## config.mk

```make
export PLATFORM = sky130hd
export DESIGN_NAME = matmul_operand_loader_flat
export DESIGN_NICKNAME = d
export VERILOG_FILES = /design/src/rtl/matmul_operand_loader_if.sv /design/src/rtl/matmul_operand_loader.sv /design/src/flat_wrapper.sv
export SDC_FILE = /design/constraint.sdc
export NUM_CORES = 1
export LEC_CHECK = 0
export CAP_MARGIN = 20
export CORE_ASPECT_RATIO = 0.8
export CORE_MARGIN = 1
export CORE_UTILIZATION = 55
export CTS_CLUSTER_SIZE = 10
export DETAILED_ROUTE_END_ITERATION = 6
export PLACE_DENSITY_LB_ADDON = 0.08
export SLEW_MARGIN = 20
export SYNTH_ARGS = -nofsm -noshare
export SYNTH_HDL_FRONTEND = slang
export SYNTH_SLANG_ARGS = --single-unit
```

## constraint.sdc

```tcl
create_clock -name clk -period 5.5 [get_ports clk]
set_input_delay 0.825 -clock clk [delete_from_list [all_inputs] [get_ports clk]]
set_output_delay 0.825 -clock clk [all_outputs]
set_load 0.01 [all_outputs]
```

## src/rtl/matmul_operand_loader_if.sv

```systemverilog
// Byte-stream input and operand-pair output of the matmul operand loader.
// The loader takes the slave side; the producer/consumer pair takes master.
interface matmul_operand_loader_if #(
   parameter int CNT_W = 8
);
   logic [7:0]       in_data;
   logic             in_valid;
   logic             in_ready;
   logic [15:0]      op_a;
   logic [15:0]      op_b;
   logic             op_valid;
   logic             op_ready;
   logic             reject;
   logic             reject_is_b;
   logic [CNT_W-1:0] rej_count;

   modport slave (
      input  in_data,
      input  in_valid,
      output in_ready,
      output op_a,
      output op_b,
      output op_valid,
      input  op_ready,
      output reject,
      output reject_is_b,
      output rej_count
   );

   modport master (
      output in_data,
      output in_valid,
      input  in_ready,
      input  op_a,
      input  op_b,
      input  op_valid,
      output op_ready,
      input  reject,
      input  reject_is_b,
      input  rej_count
   );
endinterface

```

## src/rtl/matmul_operand_loader.sv

```systemverilog
// Assembles 2x2 operand pairs (A then B) from a byte stream, rejects
// matrices with an all-zero row, and hands validated pairs to the core.
module matmul_operand_loader #(
   parameter bit CHECK_EN = 1'b1,
   parameter int CNT_W    = 8
) (
   input logic                   clk,
   input logic                   rst,
   matmul_operand_loader_if.slave bus
);

   typedef enum logic [2:0] {
      LOAD_A0,
      LOAD_A1,
      CHECK_A,
      LOAD_B0,
      LOAD_B1,
      CHECK_B,
      PUSH
   } state_t;

   localparam logic [CNT_W-1:0] CNT_ONE = 1;
   localparam logic [CNT_W-1:0] CNT_MAX = '1;

   state_t           r_state;
   state_t           w_state_nxt;

   logic [15:0]      r_sh_a;
   logic [15:0]      r_sh_b;
   logic [15:0]      r_op_a;
   logic [15:0]      r_op_b;
   logic             r_op_valid;
   logic             r_reject;
   logic             r_reject_is_b;
   logic [CNT_W-1:0] r_rej_count;

   logic             w_in_ready;
   logic             w_accept;
   logic             w_ld_a0;
   logic             w_ld_a1;
   logic             w_ld_b0;
   logic             w_ld_b1;
   logic             w_push;
   logic             w_fail;
   logic             w_fail_b;

   // Each packed byte is one matrix row, so a row is nonzero iff its byte is.
   function automatic logic rows_ok(input logic [15:0] m);
      return !CHECK_EN || ((m[15:8] != 8'h00) && (m[7:0] != 8'h00));
   endfunction

   assign w_accept = bus.in_valid && w_in_ready;

   always_comb begin
      w_state_nxt = r_state;
      w_in_ready  = 1'b0;
      w_ld_a0     = 1'b0;
      w_ld_a1     = 1'b0;
      w_ld_b0     = 1'b0;
      w_ld_b1     = 1'b0;
      w_push      = 1'b0;
      w_fail      = 1'b0;
      w_fail_b    = 1'b0;
      unique case (r_state)
         LOAD_A0: begin
            w_in_ready = !rst;
            if (bus.in_valid && !rst) begin
               w_ld_a0     = 1'b1;
               w_state_nxt = LOAD_A1;
            end
         end
         LOAD_A1: begin
            w_in_ready = !rst;
            if (bus.in_valid && !rst) begin
               w_ld_a1     = 1'b1;
               w_state_nxt = CHECK_A;
            end
         end
         CHECK_A: begin
            if (rows_ok(r_sh_a)) begin
               w_state_nxt = LOAD_B0;
            end else begin
               w_fail      = 1'b1;
               w_state_nxt = LOAD_A0;
            end
         end
         LOAD_B0: begin
            w_in_ready = !rst;
            if (bus.in_valid && !rst) begin
               w_ld_b0     = 1'b1;
               w_state_nxt = LOAD_B1;
            end
         end
         LOAD_B1: begin
            w_in_ready = !rst;
            if (bus.in_valid && !rst) begin
               w_ld_b1     = 1'b1;
               w_state_nxt = CHECK_B;
            end
         end
         CHECK_B: begin
            if (rows_ok(r_sh_b)) begin
               w_state_nxt = PUSH;
            end else begin
               // Shadow A stays valid; only B is reloaded.
               w_fail      = 1'b1;
               w_fail_b    = 1'b1;
               w_state_nxt = LOAD_B0;
            end
         end
         PUSH: begin
            if (!r_op_valid || bus.op_ready) begin
               w_push      = 1'b1;
               w_state_nxt = LOAD_A0;
            end
         end
         default: begin
            w_state_nxt = LOAD_A0;
         end
      endcase
   end

   always_ff @(posedge clk or posedge rst) begin
      if (rst) begin
         r_state <= LOAD_A0;
      end else begin
         r_state <= w_state_nxt;
      end
   end

   always_ff @(posedge clk or posedge rst) begin
      if (rst) begin
         r_sh_a <= '0;
         r_sh_b <= '0;
      end else begin
         if (w_ld_a0) begin
            r_sh_a[15:8] <= bus.in_data;
         end
         if (w_ld_a1) begin
            r_sh_a[7:0] <= bus.in_data;
         end
         if (w_ld_b0) begin
            r_sh_b[15:8] <= bus.in_data;
         end
         if (w_ld_b1) begin
            r_sh_b[7:0] <= bus.in_data;
         end
      end
   end

   // A push on the same cycle as a transfer refills without a bubble.
   always_ff @(posedge clk or posedge rst) begin
      if (rst) begin
         r_op_a     <= '0;
         r_op_b     <= '0;
         r_op_valid <= 1'b0;
      end else if (w_push) begin
         r_op_a     <= r_sh_a;
         r_op_b     <= r_sh_b;
         r_op_valid <= 1'b1;
      end else if (bus.op_ready) begin
         r_op_valid <= 1'b0;
      end
   end

   always_ff @(posedge clk or posedge rst) begin
      if (rst) begin
         r_reject      <= 1'b0;
         r_reject_is_b <= 1'b0;
         r_rej_count   <= '0;
      end else begin
         r_reject <= w_fail;
         if (w_fail) begin
            r_reject_is_b <= w_fail_b;
            if (r_rej_count != CNT_MAX) begin
               r_rej_count <= r_rej_count + CNT_ONE;
            end
         end
      end
   end

   assign bus.in_ready    = w_in_ready;
   assign bus.op_a        = r_op_a;
   assign bus.op_b        = r_op_b;
   assign bus.op_valid    = r_op_valid;
   assign bus.reject      = r_reject;
   assign bus.reject_is_b = r_reject_is_b;
   assign bus.rej_count   = r_rej_count;

   logic w_unused;
   assign w_unused = w_accept;

endmodule

```

## src/flat_wrapper.sv

```systemverilog
// flat-port wrapper written by rule: the top's interface ports become plain ports
module matmul_operand_loader_flat 
#(
   parameter bit CHECK_EN = 1'b1,
   parameter int CNT_W    = 8
)
  (clk, rst, bus_in_data, bus_in_valid, bus_in_ready, bus_op_a, bus_op_b, bus_op_valid, bus_op_ready, bus_reject, bus_reject_is_b, bus_rej_count);
  matmul_operand_loader_if #(.CNT_W(CNT_W)) bus_i ();
  input logic clk;
  input logic rst;
  input wire logic [$bits(bus_i.in_data)-1:0] bus_in_data;
  input wire logic [$bits(bus_i.in_valid)-1:0] bus_in_valid;
  output wire logic [$bits(bus_i.in_ready)-1:0] bus_in_ready;
  output wire logic [$bits(bus_i.op_a)-1:0] bus_op_a;
  output wire logic [$bits(bus_i.op_b)-1:0] bus_op_b;
  output wire logic [$bits(bus_i.op_valid)-1:0] bus_op_valid;
  input wire logic [$bits(bus_i.op_ready)-1:0] bus_op_ready;
  output wire logic [$bits(bus_i.reject)-1:0] bus_reject;
  output wire logic [$bits(bus_i.reject_is_b)-1:0] bus_reject_is_b;
  output wire logic [$bits(bus_i.rej_count)-1:0] bus_rej_count;
  assign bus_i.in_data = bus_in_data;
  assign bus_i.in_valid = bus_in_valid;
  assign bus_in_ready = bus_i.in_ready;
  assign bus_op_a = bus_i.op_a;
  assign bus_op_b = bus_i.op_b;
  assign bus_op_valid = bus_i.op_valid;
  assign bus_i.op_ready = bus_op_ready;
  assign bus_reject = bus_i.reject;
  assign bus_reject_is_b = bus_i.reject_is_b;
  assign bus_rej_count = bus_i.rej_count;
  matmul_operand_loader #(.CHECK_EN(CHECK_EN), .CNT_W(CNT_W)) u_core (.clk(clk), .rst(rst), .bus(bus_i));
endmodule
```

==> results.json <==
{
  "outcome": "finished clean",
  "wire_per_inst_um": 16.0,
  "grt_overflow": 0,
  "die_h_um": 70.0,
  "fin_crit_ns": 2.93,
  "slew_headroom": 0.356,
  "top_layer": "met4",
  "gp_congestion": 0.729,
  "irDropWorstVdd_uv": 263,
  "finalCritPeriodShare": 0.533,
  "cp_common_cell": "clkdlybuf4s50_1",
  "area_growth_pct": 26.5,
  "crit_type": "input pin to output pin",
  "start_util": 0.578,
  "setup-tns-final_ns": 0,
  "cts_max_level": 3,
  "netlist.area_leader.share": 0.614,
  "die_area_um2": 6090,
  "cts_tree": "built",
  "ios": 56,
  "wl_um": 5860,
  "startpoint_type": "input pin",
  "power.density_nw_per_um2": 497,
  "yosysWarnings": 0,
  "drive_gt1_frac": 0.153,
  "cts_sinks": 78,
  "seq_area_frac_synth": 0.614,
  "vias_per_cell": 5.45,
  "drt-pass1-iter-count": 5,
  "yosysTopAreaCell": "dfrtp_1",
  "drc": 0,
  "globalRouteTotalUtil": 0.218,
  "portBuffers": 55,
  "path_max_fanout": 3,
  "antenna_found_initial": 0,
  "synth_nets": 232,
  "postCtsSetupBuffers": 0,
  "worst_ep_arrival_time_ns": 2.11,
  "maxSlewViolCount": 0,
  "drv_cap": 0,
  "finalSetupViolCount": 0,
  "fin_nets": 295,
  "syn_avg_cell_area_um2": 14.5,
  "vias": 1989,
  "synth_cells": 219,
  "grt_pass1_wl_um": 9850,
  "worstSetupEndpointType": "output pin",
  "die_w_um": 87.0,
  "clk_pin_slew_ns": 0.08,
  "hold_violations": 0,
  "finalPower_mw": 2.00,
  "ctsResizeCount": 0,
  "wl_met1_um": 2790,
  "finish.instance_area_um2": 4020,
  "synth_area_um2": 3180,
  "cts-root-buf": "clkbuf_8",
  "required_ns": 4.68,
  "synth.distinct_cells": 31,
  "utilization": 0.732,
  "routed-wl-met2_um": 2750,
  "first_global_vias": 2009,
  "antenna_cells": 0,
  "max_freq_mhz": 341,
  "ant_nets": 0,
  "wl_met3_um": 269,
  "worst_slew_pin_slew_ns": 0.965,
  "placed_area_um2": 3820,
  "rsz0062_at_grt": "false",
  "crit_path_top_delay_cell": "clkdlybuf4s50_1",
  "hpwlAfterDp_um": 4040,
  "ctsLongestPathBuffers": 2,
  "num_rows": 24,
  "insertion_delay_ns": 0.34,
  "ys_ff_latch": 78,
  "cts_buffers": 9,
  "cpPeakStageDelay_ns": 0.58,
  "hold_buffers": 0,
  "fp.coreArea_um2": 5500,
  "grt_max_degree": 79,
  "fin_worst_skew_ns": 0.00492,
  "hp-class": "flop to flop",
  "drt_iter0_drc": 85,
  "yosys-top-cells-area": "dfrtp_1, mux2_1, mux2_2, xnor2_1, and3_1",
  "crit_chain": "clkdlybuf4s50_1 > a211oi_1 > clkdlybuf4s50_1",
  "cellLeakagePower_nw": 1.82
}
## area by class of cell
class	instances	area (um^2)
Sequential cell	78	1950
Fill cell	383	1480
Multi-Input combinational cell	131	1190
Timing Repair Buffer	57	566
Clock buffer	9	124
Tap cell	78	97.6
Clock inverter	7	75.1
Inverter	5	18.8
## where the power goes
group / leakage (nW) / total (mW) / switching (mW) / internal (mW)
logic: 0.717 / 0.613 / 0.249 / 0.364
registers: 1.01 / 0.965 / 0.173 / 0.792
clock network: 0.0914 / 0.418 / 0.208 / 0.210
## logic make-up (layout without fill, tap and decap cells)
kind of cell               Yosys count  after routing  share of synthesized area
DFF                                 78             78                      0.614
adders and majority gates            1              1                    0.00394
AOI/OAI and AO/OA                   20             20                     0.0508
muxes                               66             66                      0.235
xor gates and xnor gates             6              6                     0.0165
and+or+nand+nor                     38             38                     0.0665
buffers and inverters               10             78                     0.0130
## layer usage
| layer | up-vias | track usage |
|---|---|---|
| met5 | - | 0 |
| met2 | 66 | 0.338 |
| met3 | 4 | 0.0804 |
| met4 | 0 | 0.0574 |
| li1 | 919 | - |
| met1 | 1000 | 0.291 |
## metrics by stage
stage	hold slack [ns]	std cells	worst slack (ns)
2_1_floorplan	0.477	219	2.68
3_3_place_gp	0.466	349	2.61
3_5_place_dp	0.474	349	2.58
4_1_cts	0.492	365	2.55
5_1_grt	0.504	365	2.52
6_report	0.485	365	2.57
## sequential cells by signal, indices dropped and copies added (netlist names)
register,count
u_core.r_sh_b,16
u_core.r_sh_a,16
u_core.bus.op_valid,1
u_core.bus.reject,1
u_core.r_state,3
u_core.bus.op_a,16
u_core.bus.rej_count,8
u_core.bus.op_b,16
u_core.bus.reject_is_b,1
## placed cells by master, fill, tap and decap left out, drive strengths merged
cell	n
clkinvlp	3
mux2	66
o21ai	4
nand2b	2
a211oi	3
or2	1
inv	5
o21bai	2
clkinv	3
a31oi	1
clkdlybuf4s50	55
nand3	3
dfrtp	78
and3	6
nor2b	2
and2	2
xnor2	6
nor4	8
nand2	9
buf	2
o211ai	2
a2111oi	1
a21oi	4
nor2	5
clkbuf	9
o2111ai	3
bufinv	1
ha	1
## synth_stat cells (all sizes together)
library cell,number
dfrtp,78
a211oi,3
and2,2
nand2,9
and3,6
o211ai,2
o2111ai,3
buf,3
nand2b,2
mux2,66
or2,1
xnor2,6
nand3,3
a21oi,4
a2111oi,1
nor2b,2
nor2,5
a31oi,1
o21bai,2
ha,1
clkbuf,2
inv,5
o21ai,4
nor4,8
## critical path, delay by kind of cell
kind                   cells  cell delay, ns
AOI/OAI and AO/OA          1            0.25
buffers and inverters      2            1.03
## worst paths after layout
kind / endpoint / depth (start not counted) / from / slack [ns]
max: bus_in_ready / 3 / rst / 2.57
min: u_core.bus.op_a[5] / 1 / u_core.bus.op_a[5] / 0.48
max reg2reg: u_core.bus.rej_count[6] / 5 / u_core.r_sh_b[8] / 3.21
min reg2reg: u_core.bus.op_a[5] / 1 / u_core.bus.op_a[5] / 0.48
max in group asynchronous: u_core.bus.op_b[7] / 3 / rst / 3.72
min in group asynchronous: u_core.bus.rej_count[0] / 3 / rst / 1.14
Power figures use the tool's default switching activity.
